[config.mk]
export PLATFORM = sky130hd
export DESIGN_NAME = conv_writeback
export DESIGN_NICKNAME = d
export VERILOG_FILES = /design/src/rtl/conv_writeback_pkg.sv /design/src/rtl/conv_writeback_requant_sat.sv /design/src/rtl/conv_writeback.sv
export SDC_FILE = /design/constraint.sdc
export NUM_CORES = 1
export LEC_CHECK = 0
export BUFFER_PORTS_ARGS = -buffer_cell sky130_fd_sc_hd__buf_4
export CORE_ASPECT_RATIO = 1.1
export CORE_UTILIZATION = 63
export CTS_CLUSTER_SIZE = 20
export DETAILED_ROUTE_END_ITERATION = 10
export PLACE_DENSITY_LB_ADDON = 0.12
export SLEW_MARGIN = 20
export SYNTH_ARGS = -nofsm -noshare
export SYNTH_HDL_FRONTEND = slang
export SYNTH_SLANG_ARGS = --single-unit
[constraint.sdc]
create_clock -name i_clk -period 10.9 [get_ports i_clk]
set_input_delay 2.725 -clock i_clk [delete_from_list [all_inputs] [get_ports i_clk]]
set_output_delay 2.725 -clock i_clk [all_outputs]
set_load 0.02 [all_outputs]
[src/rtl/conv_writeback_pkg.sv]
// Shared definitions for the convolution writeback stage: default widths,
// FSM state encoding and debug-visible state type.
package conv_writeback_pkg;

  localparam int DEF_ACC_W  = 20;
  localparam int DEF_DATA_W = 8;
  localparam int DEF_ADDR_W = 16;
  localparam int DEF_DIM_W  = 8;

  typedef enum logic [2:0] {
    ST_IDLE   = 3'd0,
    ST_ACCEPT = 3'd1,
    ST_WR0    = 3'd2,
    ST_WR1    = 3'd3,
    ST_DONE   = 3'd4
  } state_t;

endpackage

[src/rtl/conv_writeback_requant_sat.sv]
// Combinational requantizer: round-half-up arithmetic right shift, then clamp
// to the unsigned (ReLU) or signed DATA_W range.
module requant_sat #(
  parameter int ACC_W  = 20,
  parameter int DATA_W = 8
) (
  input  logic signed [ACC_W-1:0]  i_sum,
  input  logic        [3:0]        i_shift,
  input  logic                     i_relu_en,
  output logic        [DATA_W-1:0] o_data
);

  // One extra bit keeps the rounding add from overflowing at the positive limit.
  localparam int W = ACC_W + 1;

  localparam logic signed [W-1:0] LIM_U_MAX = W'((2 ** DATA_W) - 1);
  localparam logic signed [W-1:0] LIM_S_MAX = W'((2 ** (DATA_W - 1)) - 1);
  localparam logic signed [W-1:0] LIM_S_MIN = W'(-(2 ** (DATA_W - 1)));

  logic signed [W-1:0] w_ext;
  logic signed [W-1:0] w_rnd;
  logic signed [W-1:0] w_sum;
  logic signed [W-1:0] w_shr;

  assign w_ext = {i_sum[ACC_W-1], i_sum};
  assign w_rnd = (i_shift == 4'd0) ? '0 : (W'(1) << (i_shift - 4'd1));
  assign w_sum = w_ext + w_rnd;
  assign w_shr = w_sum >>> i_shift;

  always_comb begin
    o_data = w_shr[DATA_W-1:0];
    if (i_relu_en) begin
      if (w_shr < 0)              o_data = '0;
      else if (w_shr > LIM_U_MAX) o_data = LIM_U_MAX[DATA_W-1:0];
    end else begin
      if (w_shr > LIM_S_MAX)      o_data = LIM_S_MAX[DATA_W-1:0];
      else if (w_shr < LIM_S_MIN) o_data = LIM_S_MIN[DATA_W-1:0];
    end
  end

endmodule

[src/rtl/conv_writeback.sv]
// Writeback stage: accepts accumulator pairs, requantizes each sum to a pixel
// and writes the pixels row-major into the output feature-map memory.
module conv_writeback
  import conv_writeback_pkg::*;
#(
  parameter int ACC_W  = DEF_ACC_W,
  parameter int DATA_W = DEF_DATA_W,
  parameter int ADDR_W = DEF_ADDR_W,
  parameter int DIM_W  = DEF_DIM_W
) (
  input  logic              i_clk,
  input  logic              i_rst,
  input  logic              i_start,
  input  logic [ADDR_W-1:0] i_dst_base,
  input  logic [DIM_W-1:0]  i_out_w,
  input  logic [DIM_W-1:0]  i_out_h,
  input  logic [3:0]        i_shift,
  input  logic              i_relu_en,
  input  logic              i_valid,
  output logic              o_ready,
  input  logic [ACC_W-1:0]  i_sum0,
  input  logic [ACC_W-1:0]  i_sum1,
  input  logic              i_sum1_vld,
  output logic              o_mem_we,
  output logic [ADDR_W-1:0] o_mem_addr,
  output logic [DATA_W-1:0] o_mem_wdata,
  output logic              o_busy,
  output logic              o_done,
  output logic              o_ovf,
  output state_t            o_dbg_state
);

  // Handshake: a pair transfers on a rising edge where i_valid & o_ready; o_ready
  // depends only on state, and the producer holds data stable until it transfers.

  state_t             r_state, w_next_state;
  logic [ADDR_W-1:0]  r_ptr;
  logic [DIM_W-1:0]   r_col, r_row, r_out_w, r_out_h;
  logic [3:0]         r_shift;
  logic               r_relu;
  logic [ACC_W-1:0]   r_sum0, r_sum1;
  logic               r_sum1_vld;
  logic               r_ovf;

  logic               w_we, w_ready, w_done, w_sel_sum1, w_last;
  logic [ACC_W-1:0]   w_sel_sum;
  logic [DATA_W-1:0]  w_pix;

  assign w_last    = (r_row == r_out_h - 1'b1) && (r_col == r_out_w - 1'b1);
  assign w_sel_sum = w_sel_sum1 ? r_sum1 : r_sum0;

  requant_sat #(
    .ACC_W  (ACC_W),
    .DATA_W (DATA_W)
  ) u_requant (
    .i_sum     (w_sel_sum),
    .i_shift   (r_shift),
    .i_relu_en (r_relu),
    .o_data    (w_pix)
  );

  always_comb begin
    w_next_state = r_state;
    w_we         = 1'b0;
    w_ready      = 1'b0;
    w_done       = 1'b0;
    w_sel_sum1   = 1'b0;
    case (r_state)
      ST_IDLE: begin
        if (i_start) w_next_state = ST_ACCEPT;
      end
      ST_ACCEPT: begin
        w_ready = 1'b1;
        if (i_valid) w_next_state = ST_WR0;
      end
      ST_WR0: begin
        w_we = 1'b1;
        if (w_last)          w_next_state = ST_DONE;
        else if (r_sum1_vld) w_next_state = ST_WR1;
        else                 w_next_state = ST_ACCEPT;
      end
      ST_WR1: begin
        w_we       = 1'b1;
        w_sel_sum1 = 1'b1;
        w_next_state = w_last ? ST_DONE : ST_ACCEPT;
      end
      ST_DONE: begin
        w_done       = 1'b1;
        w_next_state = ST_IDLE;
      end
      default: w_next_state = ST_IDLE;
    endcase
  end

  always_ff @(posedge i_clk or negedge i_rst) begin
    if (!i_rst) begin
      r_state <= ST_IDLE;
    end else begin
      r_state <= w_next_state;
    end
  end

  always_ff @(posedge i_clk or negedge i_rst) begin
    if (!i_rst) begin
      r_ptr      <= '0;
      r_col      <= '0;
      r_row      <= '0;
      r_out_w    <= '0;
      r_out_h    <= '0;
      r_shift    <= '0;
      r_relu     <= 1'b0;
      r_sum0     <= '0;
      r_sum1     <= '0;
      r_sum1_vld <= 1'b0;
      r_ovf      <= 1'b0;
    end else begin
      if (r_state == ST_IDLE && i_start) begin
        r_ptr   <= i_dst_base;
        r_col   <= '0;
        r_row   <= '0;
        r_out_w <= i_out_w;
        r_out_h <= i_out_h;
        r_shift <= i_shift;
        r_relu  <= i_relu_en;
        r_ovf   <= 1'b0;
      end
      if (w_ready && i_valid) begin
        r_sum0     <= i_sum0;
        r_sum1     <= i_sum1;
        r_sum1_vld <= i_sum1_vld;
      end
      if (w_we) begin
        r_ptr <= r_ptr + 1'b1;
        if (r_col == r_out_w - 1'b1) begin
          r_col <= '0;
          r_row <= r_row + 1'b1;
        end else begin
          r_col <= r_col + 1'b1;
        end
      end
      // A second pixel arriving with the map's final pixel has nowhere to go.
      if (r_state == ST_WR0 && w_last && r_sum1_vld) r_ovf <= 1'b1;
    end
  end

  assign o_ready     = w_ready;
  assign o_mem_we    = w_we;
  assign o_mem_addr  = w_we ? r_ptr : '0;
  assign o_mem_wdata = w_we ? w_pix : '0;
  assign o_busy      = (r_state != ST_IDLE);
  assign o_done      = w_done;
  assign o_ovf       = r_ovf;
  assign o_dbg_state = r_state;

endmodule

==> results.md <==
- Total of hold buffers inserted after clock tree synthesis: 0
- Largest net degree at the start of global routing: 73
- Synthesized-area fraction occupied by adder cells: 3.78%
- Die span in y: 116 µm
- Die Outline Area: 0.0123 mm²
- Buffer levels on the longest clock path: 2
- Post-detailed-placement half-perimeter wirelength: 14,300 µm
- Met3 track demand over resource: 5.47%
- Clk sink count: 98
- Endpoint required time on the critical path: 8180 ps
- Achievable Freq: 113 MHz
- Number of filler cells placed in the layout: 870
- Warning count from the yosys run: 0
- Worst-case clock skew: 5.47 ps
- Sequential fraction of the synthesis area: 32.8%
- Placed instance area: 0.00836 mm²
- Core Util, Final: 75.3%
- Synthesized-area fraction occupied by and/or/nand/nor cells: 22.4%
- Mux contribution to synthesized area: 11.3%
- Most frequent standard cell in the layout excluding fill and tap cells: sky130_fd_sc_hd__nand2_1
- Shortest period the worst path allows: 8810 ps
- Endpoints failing hold: 0
- Xor/xnor cell area share of the yosys netlist: 4.57%
- Largest fanout on the critical path: 28
- Synth Flop Type: sky130_fd_sc_hd__dfrtp_1
- Origin of the critical flop-to-flop path: o_dbg_state[1]
- Syn Std Cell Area: 0.00748 mm²
- Average cell area after synthesis: 8.24 µm²
- Area added between synthesis and finish: 16.1%
- Routability cong.: 0.986
- Leakage power total: 3.84 nW
- Largest family of logic cells by synthesized area: simple AND/OR/NAND/NOR gates
- Clock latency at the later pin of the worst-skew pair: 350 ps
- Cell area power density: 347 mW/mm²
- Count of buffers added by post-CTS timing repair for setup: 0
- Worst slew slack as a fraction of its limit: 35.5%
- Final period utilization: 80.9%
- Setup TNS: 0 ps
- Root Buffer: sky130_fd_sc_hd__clkbuf_16
- Number of synthesized flops with an enable pin: 0
- Gr usage total: 33.1%
- Met2 layer usage reported by global route: 58.3%
- Global route overflow: 0
- Number of top-level pins: 114
- Post-detailed-route DRC marker count: 0
- Antenna diode instance count: 0
- Critical Path AT: 6090 ps
- CP startpoint: r_shift[0]
- Compound-cell area share of the yosys netlist: 21.1%
- Status: finished clean
- Number of global-route vias before repair: 6,612
- NumNets Final: 1,091
- Vias per cell: 6.28
- Width of the die: 106 µm
- Worst Setup Start Kind: flop
- Register bit total from synthesis: 98
- Nature of the critical path endpoint: output port
- Post-synthesis instance total: 908
- Post-Synthesis Net Count: 1,012
- Post-detailed-route count of antenna-violating nets: 0
- Number of antenna violations at the first check in global routing: 0
- M1 GR Usage: 40.9%
- First-pass detailed-route iteration total: 5
- Type of the most critical hold path: reg -> reg
- Detailed Route Iter0 Violations: 669
- Final design area excluding fillers: 0.00869 mm²
- Async set-reset flop share out of synthesis: 100%
- Number of max-slew violations in the final report: 0
- Mean routed wirelength per cell: 17.4 µm
- Core region area: 0.0115 mm²
- Wire length of the first global-routing pass: 32,200 µm
- Leading cell types in the layout, fill and taps excluded: sky130_fd_sc_hd__nand2_1 (127), sky130_fd_sc_hd__buf_4 (120), sky130_fd_sc_hd__dfrtp_1 (98)
- RSZ-0062 raised after global routing: no
- Tightest Pin Transition: 968 ps
- TritonCTS clock tree: built
- Quantity of gates resized following cts: 0
- Total of buffers placed on input and output ports: 113
- Layer with the highest usage: met2
- Clock-pin slew reported for the worst setup and hold paths after clock tree synthesis: 60 ps
- Number of distinct library cell variants in the gate-level netlist after synthesis: 73
- Max-cap violations: 0
- Layout cell share with drive strength beyond 1: 21.6%
- Path type of the worst setup path: reg -> out
- Final number of setup-violating endpoints: 0
- Wirelength, routed: 19,900 µm
- Initial standard-cell utilization of the core: 64.8%
- Via count: 7,163
- Hold Path Origin: r_out_w[7]
- Row count: 41
- Clock buffer count from CTS: 9
- Worst IR Drop VDD: 0.207 mV
- H-tree depth: 3
## critical path, cell delays in order, from the launching register on
cell,delay (ps)
sky130_fd_sc_hd__dfrtp_1,320
sky130_fd_sc_hd__buf_4,280
sky130_fd_sc_hd__clkinv_1,480
sky130_fd_sc_hd__nand2_1,570
sky130_fd_sc_hd__nor2_1,90
sky130_fd_sc_hd__ha_1,550
sky130_fd_sc_hd__nand2_1,120
sky130_fd_sc_hd__o21ai_0,460
sky130_fd_sc_hd__o211ai_1,180
sky130_fd_sc_hd__a41oi_1,470
sky130_fd_sc_hd__nor3_2,160
sky130_fd_sc_hd__a222oi_1,690
sky130_fd_sc_hd__a21oi_1,150
sky130_fd_sc_hd__nor4_1,280
sky130_fd_sc_hd__a41oi_1,240
sky130_fd_sc_hd__o31ai_4,390
sky130_fd_sc_hd__o21ai_1,120
sky130_fd_sc_hd__buf_4,170
## stage by stage
step	setup WS, ps	std cells	hold slack, ps	power, mW
finish	2090	1141	501	3.01
CTS	2250	1141	500	2.99
global placement	2720	1126	479	2.60
floorplan	3220	908	466	2.13
global route	1790	1141	518	3.24
detailed placement	2640	1126	484	2.62
## sequential cells by signal (all words and copies together), names as in the netlist
register	cells
o_dbg_state	3
o_ovf	1
r_col	8
r_out_h	8
r_out_w	8
r_ptr	16
r_relu	1
r_row	8
r_shift	4
r_sum0	20
r_sum1	20
r_sum1_vld	1
## logic make-up (layout without fill, tap and decap cells)
kind of cell / after synthesis / count (layout)
buffers and inverters: 77 / 160
muxes: 76 / 76
other: 1 / 1
adders and majority gates: 22 / 22
DFF: 98 / 98
AOI/OAI and AO/OA: 233 / 233
xor gates and xnor gates: 39 / 39
and+or+nand+nor: 362 / 362
## cell type report
cell class | instances | area (µm²) | area share, %
Tap cell | 150 | 188 | 2.16
Clock buffer | 10 | 239 | 2.75
Inverter | 25 | 93.8 | 1.08
Timing Repair Buffer | 120 | 901 | 10.4
Clock inverter | 5 | 85.1 | 0.979
Multi-Input combinational cell | 733 | 4730 | 54.4
Sequential cell | 98 | 2450 | 28.2
## routing by layer
metal	vias to the layer above	part of all wire, %
met2	288	50
met3	41	5.6
met1	3362	42
li1	3472	-
met5	-	0
met4	0	2.9
## power by group
group          switching, mW  internal, mW
clock                  0.139         0.208
sequential             0.148         0.521
combinational           1.21         0.786
total                   1.50          1.51
## cells in the mapped netlist (all sizes together) (3+ instances only)
cell	count	area [µm²]
a211o	8	70.1
a211oi	23	183
a21o	6	45.0
a21oi	50	258
a221oi	4	35.0
a311oi	5	43.8
a31oi	12	75.1
and2	14	87.6
and3	7	43.8
buf	15	68.8
clkbuf	37	139
dfrtp	98	2450
ha	21	263
inv	24	90.1
mux2	63	713
mux2i	13	130
nand2	127	477
nand2b	9	56.3
nand3	34	170
nand3b	3	22.5
nand4	9	56.3
nor2	97	364
nor2b	6	37.5
nor3	25	141
nor3b	3	22.5
nor4	13	81.3
o2111ai	5	43.8
o211ai	11	92.6
o21a	5	37.5
o21ai	55	275
o22ai	11	68.8
o31ai	5	51.3
o32ai	6	52.6
o41ai	3	26.3
or3	4	25.0
xnor2	20	175
xor2	19	166
## worst paths after layout
kind,end,slack (ps),cells past startpoint
max in group asynchronous,r_relu,7420,2
min in group asynchronous,r_sum0[8],2270,1
max reg2reg,r_ptr[7],7920,5
min reg2reg,r_out_w[7],500,2
min,r_out_w[7],500,2
max,o_mem_wdata[5],2090,17
No activity file was read; power rests on OpenSTA's default activity.
